### src/rtl/trap_sequencer_pkg.sv
// trap_sequencer_pkg: state encoding, cause codes and default trap vector
package trap_sequencer_pkg;
  typedef enum logic [2:0] {
    S_RUN     = 3'd0,
    S_SAVE    = 3'd1,
    S_HANDLER = 3'd2,
    S_RETURN  = 3'd3,
    S_HALT    = 3'd4
  } state_t;
  localparam logic [1:0] CAUSE_NONE = 2'b00;
  localparam logic [1:0] CAUSE_ILL  = 2'b01;
  localparam logic [1:0] CAUSE_MIS  = 2'b10;
  localparam logic [1:0] CAUSE_IRQ  = 2'b11;
  localparam logic [31:0] TRAP_VECTOR_DEF = 32'd96;
endpackage

### src/rtl/trap_sequencer_if.sv
// trap_sequencer_if: commit-stage inputs and PC-control outputs of the trap sequencer
interface trap_sequencer_if #(parameter int CNT_W = 8);
  logic             instr_valid;
  logic [31:0]      pc_cur;
  logic             invalid;
  logic [31:0]      target_addr;
  logic             pc_src;
  logic             ext_irq;
  logic             mret;
  logic             redirect;
  logic [31:0]      redirect_pc;
  logic             stall;
  logic [31:0]      epc;
  logic [1:0]       cause;
  logic             in_handler;
  logic             halted;
  logic [CNT_W-1:0] trap_count;
  modport master (
    output instr_valid, pc_cur, invalid, target_addr, pc_src, ext_irq, mret,
    input  redirect, redirect_pc, stall, epc, cause, in_handler, halted, trap_count
  );
  modport slave (
    input  instr_valid, pc_cur, invalid, target_addr, pc_src, ext_irq, mret,
    output redirect, redirect_pc, stall, epc, cause, in_handler, halted, trap_count
  );
endinterface

### src/rtl/trap_sequencer_prio_enc.sv
// trap_prio_enc: picks the highest-priority trap source of a committing instruction
module trap_prio_enc
  import trap_sequencer_pkg::*;
(
  input  logic       i_valid,
  input  logic       i_ill,
  input  logic       i_mis,
  input  logic       i_irq,
  output logic       o_trap,
  output logic [1:0] o_code
);
  always_comb begin
    o_trap = i_valid & (i_ill | i_mis | i_irq);
    o_code = i_ill ? CAUSE_ILL : i_mis ? CAUSE_MIS : i_irq ? CAUSE_IRQ : CAUSE_NONE;
  end
endmodule

### src/rtl/trap_sequencer.sv
// trap_sequencer: trap entry/return FSM with saved PC, cause and saturating trap counter
module trap_sequencer
  import trap_sequencer_pkg::*;
#(
  parameter logic [31:0] TRAP_VECTOR = TRAP_VECTOR_DEF,
  parameter int          CNT_W       = 8
) (
  input logic              clk,
  input logic              rst_n,
  trap_sequencer_if.slave  bus
);
  state_t           r_state, w_next;
  logic [31:0]      r_epc;
  logic [1:0]       r_cause;
  logic [CNT_W-1:0] r_count;
  logic             w_mis, w_fault, w_trap;
  logic [1:0]       w_code;

  // mret outside a handler is treated as an illegal instruction
  trap_prio_enc u_enc (
    .i_valid (bus.instr_valid),
    .i_ill   (bus.invalid | bus.mret),
    .i_mis   (w_mis),
    .i_irq   (bus.ext_irq),
    .o_trap  (w_trap),
    .o_code  (w_code)
  );

  always_comb begin
    w_mis   = bus.instr_valid & bus.pc_src & (bus.target_addr[1:0] != 2'b00);
    w_fault = bus.instr_valid & (bus.invalid | w_mis);
  end

  always_ff @(posedge clk or negedge rst_n)
    if (!rst_n) begin
      r_state <= S_RUN;
      r_epc   <= '0;
      r_cause <= CAUSE_NONE;
      r_count <= '0;
    end else begin
      r_state <= w_next;
      if (r_state == S_RUN && w_trap) begin
        r_epc   <= bus.pc_cur;
        r_cause <= w_code;
        r_count <= (&r_count) ? r_count : r_count + 1'b1;
      end else if (r_state == S_RETURN)
        r_cause <= CAUSE_NONE;
    end

  // a fault inside the handler wins over a simultaneous mret
  always_comb begin
    w_next = r_state;
    case (r_state)
      S_RUN:     w_next = w_trap ? S_SAVE : S_RUN;
      S_SAVE:    w_next = S_HANDLER;
      S_HANDLER: w_next = w_fault ? S_HALT : (bus.instr_valid & bus.mret) ? S_RETURN : S_HANDLER;
      S_RETURN:  w_next = S_RUN;
      default:   w_next = S_HALT;
    endcase
  end

  always_comb begin
    bus.redirect    = (r_state == S_SAVE) || (r_state == S_RETURN);
    bus.stall       = (r_state == S_SAVE) || (r_state == S_RETURN) || (r_state == S_HALT);
    bus.redirect_pc = (r_state == S_SAVE) ? TRAP_VECTOR :
                      (r_state == S_RETURN) ? ((r_cause == CAUSE_IRQ) ? r_epc : r_epc + 32'd4) : '0;
    bus.in_handler  = r_state == S_HANDLER;
    bus.halted      = r_state == S_HALT;
    bus.epc         = r_epc;
    bus.cause       = r_cause;
    bus.trap_count  = r_count;
  end
endmodule

### src/flat_wrapper.sv
// flat-port wrapper written by rule: the top's interface ports become plain ports
module trap_sequencer_flat import trap_sequencer_pkg::*;
#(
  parameter logic [31:0] TRAP_VECTOR = TRAP_VECTOR_DEF,
  parameter int          CNT_W       = 8
)
  (clk, rst_n, bus_instr_valid, bus_pc_cur, bus_invalid, bus_target_addr, bus_pc_src, bus_ext_irq, bus_mret, bus_redirect, bus_redirect_pc, bus_stall, bus_epc, bus_cause, bus_in_handler, bus_halted, bus_trap_count);
  trap_sequencer_if #(.CNT_W(CNT_W)) bus_i ();
  input logic clk;
  input logic rst_n;
  input wire logic [$bits(bus_i.instr_valid)-1:0] bus_instr_valid;
  input wire logic [$bits(bus_i.pc_cur)-1:0] bus_pc_cur;
  input wire logic [$bits(bus_i.invalid)-1:0] bus_invalid;
  input wire logic [$bits(bus_i.target_addr)-1:0] bus_target_addr;
  input wire logic [$bits(bus_i.pc_src)-1:0] bus_pc_src;
  input wire logic [$bits(bus_i.ext_irq)-1:0] bus_ext_irq;
  input wire logic [$bits(bus_i.mret)-1:0] bus_mret;
  output wire logic [$bits(bus_i.redirect)-1:0] bus_redirect;
  output wire logic [$bits(bus_i.redirect_pc)-1:0] bus_redirect_pc;
  output wire logic [$bits(bus_i.stall)-1:0] bus_stall;
  output wire logic [$bits(bus_i.epc)-1:0] bus_epc;
  output wire logic [$bits(bus_i.cause)-1:0] bus_cause;
  output wire logic [$bits(bus_i.in_handler)-1:0] bus_in_handler;
  output wire logic [$bits(bus_i.halted)-1:0] bus_halted;
  output wire logic [$bits(bus_i.trap_count)-1:0] bus_trap_count;
  assign bus_i.instr_valid = bus_instr_valid;
  assign bus_i.pc_cur = bus_pc_cur;
  assign bus_i.invalid = bus_invalid;
  assign bus_i.target_addr = bus_target_addr;
  assign bus_i.pc_src = bus_pc_src;
  assign bus_i.ext_irq = bus_ext_irq;
  assign bus_i.mret = bus_mret;
  assign bus_redirect = bus_i.redirect;
  assign bus_redirect_pc = bus_i.redirect_pc;
  assign bus_stall = bus_i.stall;
  assign bus_epc = bus_i.epc;
  assign bus_cause = bus_i.cause;
  assign bus_in_handler = bus_i.in_handler;
  assign bus_halted = bus_i.halted;
  assign bus_trap_count = bus_i.trap_count;
  trap_sequencer #(.TRAP_VECTOR(TRAP_VECTOR), .CNT_W(CNT_W)) u_core (.clk(clk), .rst_n(rst_n), .bus(bus_i));
endmodule
### config.mk
export PLATFORM = sky130hd
export DESIGN_NAME = trap_sequencer_flat
export DESIGN_NICKNAME = d
export VERILOG_FILES = /design/src/rtl/trap_sequencer_pkg.sv /design/src/rtl/trap_sequencer_if.sv /design/src/rtl/trap_sequencer_prio_enc.sv /design/src/rtl/trap_sequencer.sv /design/src/flat_wrapper.sv
export SDC_FILE = /design/constraint.sdc
export NUM_CORES = 1
export LEC_CHECK = 0
export BUFFER_PORTS_ARGS = -buffer_cell sky130_fd_sc_hd__buf_4
export CAP_MARGIN = 20
export CORE_MARGIN = 4
export CORE_UTILIZATION = 45
export CTS_CLUSTER_DIAMETER = 30
export DETAILED_ROUTE_END_ITERATION = 12
export GPL_TIMING_DRIVEN = 0
export PLACE_DENSITY = 0.81
export SYNTH_ARGS = -nofsm -noshare
export SYNTH_HDL_FRONTEND = slang
export SYNTH_SLANG_ARGS = --single-unit
### constraint.sdc
create_clock -name clk -period 2.45 [get_ports clk]
set_input_delay 0 -clock clk [delete_from_list [all_inputs] [get_ports clk]]
set_output_delay 0 -clock clk [all_outputs]
set_load 0.01 [all_outputs]
### Word-level counts from Yosys, hierarchy flattened

Index checks and enable logic that the tools add are counted.

| word-level totals | value |
|---|---|
| output and inout port bits | 78 |
| word-level logic and storage cells | 41 |
| register bits after elaboration | 45 |
| input bits | 71 |

| operators by class | value |
|---|---|
| add/sub/neg operators | 2 |
| bitwise operators | 10 |
| reductions and logical operators | 8 |
| equal/unequal tests | 5 |
| muxes and demuxes | 12 |

Operators with widths:

| operator | number |
|---|---|
| $mux W32 | 3 |
| $add A32 B3 Y32 const B | 1 |
| $pmux W3 S4 | 1 |
| $mux W2 | 5 |
| $add A8 B1 Y8 const B | 1 |
| $reduce_and A8 Y1 | 1 |
| $eq A3 B2 Y1 const B | 2 |
| $and A1 B1 Y1 | 5 |
| $or A1 B1 Y1 | 4 |
| $reduce_bool A2 Y1 | 2 |
| $eq A3 B1 Y1 const B | 1 |
| $eq A3 B3 Y1 const B | 1 |
| $logic_not A3 Y1 | 1 |
| $mux W3 | 1 |
| $eq A2 B2 Y1 const B | 1 |
| $logic_or A1 B1 Y1 | 2 |
| $mux W1 | 2 |
| $reduce_and A2 Y1 | 1 |
| $logic_and A1 B1 Y1 | 1 |
| $not A1 Y1 | 1 |

### Longest topological paths before layout

| logic depth | value |
|---|---|
| word-level depth | 7 |
| mapped depth | 7 |
| gate-level depth less buffers | 6 |

### By module

From an unflattened synthesis, not the netlist that was laid out.

| second synthesis, totals | value |
|---|---|
| cells, all modules | 330 |
| area total of the unflattened synthesis | 2670.1 um^2 |

By module, submodules not included:

| module | sequential area each (um^2) | area each (um^2) | times used | cells each |
|---|---|---|---|---|
| trap_sequencer | 1126.1 | 2641.3 | 1 | 325 |
| trap_prio_enc | 0.0 | 28.8 | 1 | 5 |

### Least setup slack after synthesis

OpenSTA, ideal clock, no wires.

| timing path | value |
|---|---|
| path kind | reg2out |
| from | register u_core.r_epc[2] (netlist: u_core.bus.epc[2]) |
| to | output port bus_redirect_pc[22] |
| required time | 2.450 ns |
| buffers on the path | 0 |
| cell stages (with the launch flop) | 7 |
| slack | 0.568 ns |
| arrival | 1.882 ns |
| cells stage by stage | dfrtp_1 ha_1 nand2_1 nor4_4 nand3_2 or3_1 a21oi_1 |

| between the ends | value |
|---|---|
| longest elaborated chain between the ends | 4 |

RTL lines:

| what | RTL line | text |
|---|---|---|
| start, declared | trap_sequencer.sv:13 | `logic [31:0] r_epc;` |
| start signal, assigned | trap_sequencer.sv:43 | `r_epc <= bus.pc_cur;` |
| $add A32 B3 Y32 | trap_sequencer.sv:66 | `(r_state == S_RETURN) ? ((r_cause == CAUSE_IRQ) ? r_epc : r_epc + 32'd4) : '0;` |
| $mux W32 (2 in a row) | trap_sequencer.sv:66 |  |
| $mux W32 | trap_sequencer.sv:65 | `bus.redirect_pc = (r_state == S_SAVE) ? TRAP_VECTOR :` |
| end, declared | flat_wrapper.sv:19 | `output wire logic [$bits(bus_i.redirect_pc)-1:0] bus_redirect_pc;` |

Every way passes these cells.

### Worst setup path after layout

| timing path | value |
|---|---|
| from | register u_core.r_state[1] |
| to | register u_core.r_state[0] |

| between the ends | value |
|---|---|
| longest elaborated chain between the ends | 2 |
| elaborated cells between the ends (all ways) | 5 |
| those cells by class | 3 x eq/ne; 1 x mux; 1 x reduce/logical |

RTL lines:

| what | RTL line | text |
|---|---|---|
| start, declared | trap_sequencer.sv:12 | `state_t r_state, w_next;` |
| start signal, assigned | trap_sequencer.sv:41 | `r_state <= w_next;` |
| $eq A3 B2 Y1, or another cell as far along | trap_sequencer.sv:53 | `case (r_state)` |
| $pmux W3 S4 (*) | trap_sequencer.sv:53 |  |
| named net u_core.w_next[0] | trap_sequencer.sv:12 |  |

The timed path passes the listed nets; every way through them passes the cells marked *.
A chain may end at the register's enable or synchronous reset.

==> results_dict.tcl <==
set metrics [dict create \
    cp_slowest_cell "dlygate4sd3_1" \
    p_int_uw 2650 \
    relSlewSlack 0.612 \
    layout_setup_ws_ns 0.169 \
    tightestPinTransition_ns 0.582 \
    core_um2 5610 \
    place.port_buffers 118 \
    viasPerCell 5.34 \
    outcome "finished, final reports clean" \
    cts_max_level 2 \
    path_depth 7 \
    worstSetupPathType "flop to flop" \
    whs_path_depth 3 \
    first_global_vias 2693 \
    cp.required_ns 2.68 \
    holdWs_ns 0.0424 \
    die_x_um 84.6 \
    p_sw_uw 1720 \
    ctsLongestPathBuffers 2 \
    synth_top_cells_by_area "dfrtp_1, mux2_2, xor2_1" \
    initial_core_util 0.471 \
    crit_path_max_fanout 10 \
    wl_mm 7.84 \
    clkTransAtPathRegs_ns 0.08 \
    use_met1 0.269 \
    grt_pass1_wl_mm 13.1 \
    wl_per_cell_um 15.8 \
    setup_tns_ns 0 \
    crit_path_max_incr_delay_ns 0.55 \
    ys_types 41 \
    io_pins 149 \
    fin_worst_skew_ns 0.00679 \
    hpwl_mm 5.59 \
    max-cap-violations 0 \
    p_leak_uw 0.00189 \
    drcViolationCount 0 \
    firstDrtPassIters 4 \
    antenna_left 0 \
    ys_ff_latch 45 \
    path_cells "buf_2 > nor4b_4 > o21a_1 > buf_4 > buf_2 > a41o_1 > dlygate4sd3_1" \
    area_delta_synth_final_pct 57.2 \
    seq_area_frac_synth 0.427 \
    synth_fp_nets 332 \
    drt_iter0_markers 83 \
    fin_crit_sh 0.931 \
    yosys.area.top_type "dfrtp_1" \
    rows 27 \
    drv_slew 0 \
    crit_path_end_kind "flop" \
    grt_util_all_layers 0.222 \
    r2r_cells 7 \
    rsz0062_at_grt "false" \
    via_count 2648 \
    grt_max_degree 46 \
    synthesis.area_um2 2640 \
    setup_viol 0 \
    combinationalPowerShare 0.468 \
    cts_root_buf "clkbuf_8" \
    cp_top_family "buffers and inverters" \
    grt_util_met3 0.0599 \
    pwr-share-clk 0.155 \
    synthCells 259 \
    path_buf_inv 4 \
    met2_usage 0.386 \
    place.gp.congestion 0.802 \
    hold_viol 0 \
    dieArea_um2 7160 \
    seqPwrFrac 0.377 \
    cts_tree "yes" \
    avgSynthCellArea_um2 10.2 \
    period_needed_ns 2.28 \
    hold_class "input pin to flop" \
    pre_cts_ws_ns 0.281 \
    layout-drive-gt1-share 0.410 \
    fillers 412 \
    arrival_ns 2.51 \
    antenna_found_initial 0 \
    clock_latency_ns 0.30 \
    powerDensity_nw_per_um2 1050 \
    crit_path_frequent_cell "buf_2" \
    synth_top_area_frac 0.427 \
    cp-start-kind "flop" \
    diodes 0 \
    max_freq_mhz 438 \
    top_usage_layer "met2" \
    chipHeight_um 84.6 \
    swShare 0.394 \
    ir_drop_mv 0.690 \
    utilization 0.740 \
    yosysWarnings 0 \
    grt.overflow.total 0 \
    nets 496 \
    clkSinkCount 45 \
    cts-buffers-inserted 5 \
]
-- path summary, 6_finish.rpt --
path	start	to	slack (ns)
max in group asynchronous	rst_n	u_core.bus.epc[22]	1.82
hold / removal	bus_ext_irq	u_core.bus.cause[1]	0.04
min in group asynchronous	rst_n	u_core.bus.cause[1]	0.24
hold reg to reg	u_core.bus.trap_count[4]	u_core.bus.trap_count[4]	0.52
setup reg to reg	u_core.r_state[1]	u_core.r_state[0]	0.17
setup / recovery	u_core.r_state[1]	u_core.r_state[0]	0.17
-- flip-flops by register name, indices dropped and copies added (netlist names) --
signal,cells
u_core.bus.epc,32
u_core.r_state,3
u_core.bus.cause,2
u_core.bus.trap_count,8
-- synthesized netlist by cell type, drive strengths merged --
library cell and number:
dfrtp 45, mux2 32, nor2 30, nand2 17
xor2 17, nand3 16, xnor2 14, nand4 13
a21oi 9, o21ai 7, and3 6, buf 6
and2 5, and4 5, or3 5, clkbuf 3
nand2b 3, nor4 3, o21a 3, ha 2
inv 2, nor3 2, nor3b 2, a21bo 1
a21boi 1, a22oi 1, a31oi 1, a41o 1
mux2i 1, nand3b 1, nor2b 1, nor4b 1
o211a 1, o211ai 1, or2 1
-- cells by family after synthesis --
kind of cell | after synthesis | synth area share
AOI/OAI and AO/OA | 26 | 0.0611
xor gates and xnor gates | 31 | 0.103
adders and majority gates | 2 | 0.00948
buffers and inverters | 11 | 0.0204
DFF | 45 | 0.427
muxes | 33 | 0.140
and+or+nand+nor | 111 | 0.239
-- area by class of cell --
| type | instances | area (um^2) | share of cell area |
|---|---|---|---|
| buffer | 9 | 46.3 | 0.0112 |
| clock inverter | 3 | 68.8 | 0.0166 |
| inverter | 2 | 7.51 | 0.00181 |
| sequential | 45 | 1130 | 0.271 |
| clock buffer | 5 | 68.8 | 0.0166 |
| timing repair buffer | 157 | 1270 | 0.306 |
| tap | 72 | 90.1 | 0.0217 |
| multi-input combinational | 203 | 1470 | 0.355 |
-- power by group through the flow --
stage          Clock, uW  Combinational, uW  Sequential (uW)
6_report             677               2050             1650
3_3_place_gp           0               1920             1620
4_1_cts              693               2040             1640
3_5_place_dp           0               1980             1660
2_1_floorplan          0                989             1680
5_1_grt              726               2240             1720
-- worst reg2reg max path: cells and delay by family (launching register included) --
family | cells | cell delay [ns]
buffers and inverters | 4 | 1.18
AND/OR/NAND/NOR | 1 | 0.38
flip-flops | 1 | 0.36
AO/OA/AOI/OAI | 2 | 0.30
-- cell usage in the layout, fill, tap and decap left out, types with 2 or more instances in the layout --
cell type,n
nor4_4,2
nor3b_1,2
buf_2,4
nand4_1,12
and4_1,5
a21oi_1,9
clkbuf_8,5
buf_4,122
and3_1,6
dfrtp_1,45
clkbuf_1,3
inv_1,2
nand3_1,15
xor2_1,17
nor3_1,2
mux2_2,32
o21a_1,3
nand2b_1,3
nor2_1,29
xnor2_1,14
dlygate4sd3_1,37
bufinv_16,2
ha_1,2
or3_1,5
o21ai_0,7
nand2_1,16
and2_1,5
-- what timing repair did --
item | 4_1_cts | 5_1_grt
hold buffers | 37 | 0
pin swaps | 1 | 1
endpoints found under the hold margin | 79 | 0
setup endpoints to repair | 2 | 5
gates resized for setup | 0 | 3
cloned | 0 | 0
buffers inserted | 0 | 2
-- per-stage QoR --
| step | area (um^2) | instances | total power, uW |
|---|---|---|---|
| after CTS | 4120 | 494 | 4370 |
| final | 4150 | 496 | 4370 |
| after floorplan | 2640 | 259 | 2670 |
| after detailed placement | 3620 | 449 | 3630 |
| after global placement | 3620 | 449 | 3540 |
| after global routing | 4150 | 496 | 4680 |
-- routing by layer --
layer / wire length, um / up-vias / part of all wire
met4: 111 / 0 / 0.014
li1: - / 1249 / -
met2: 3970 / 105 / 0.51
met5: 0 / - / 0
met3: 623 / 13 / 0.079
met1: 3130 / 1281 / 0.40
Note: power is estimated with default switching activity, not from simulation.
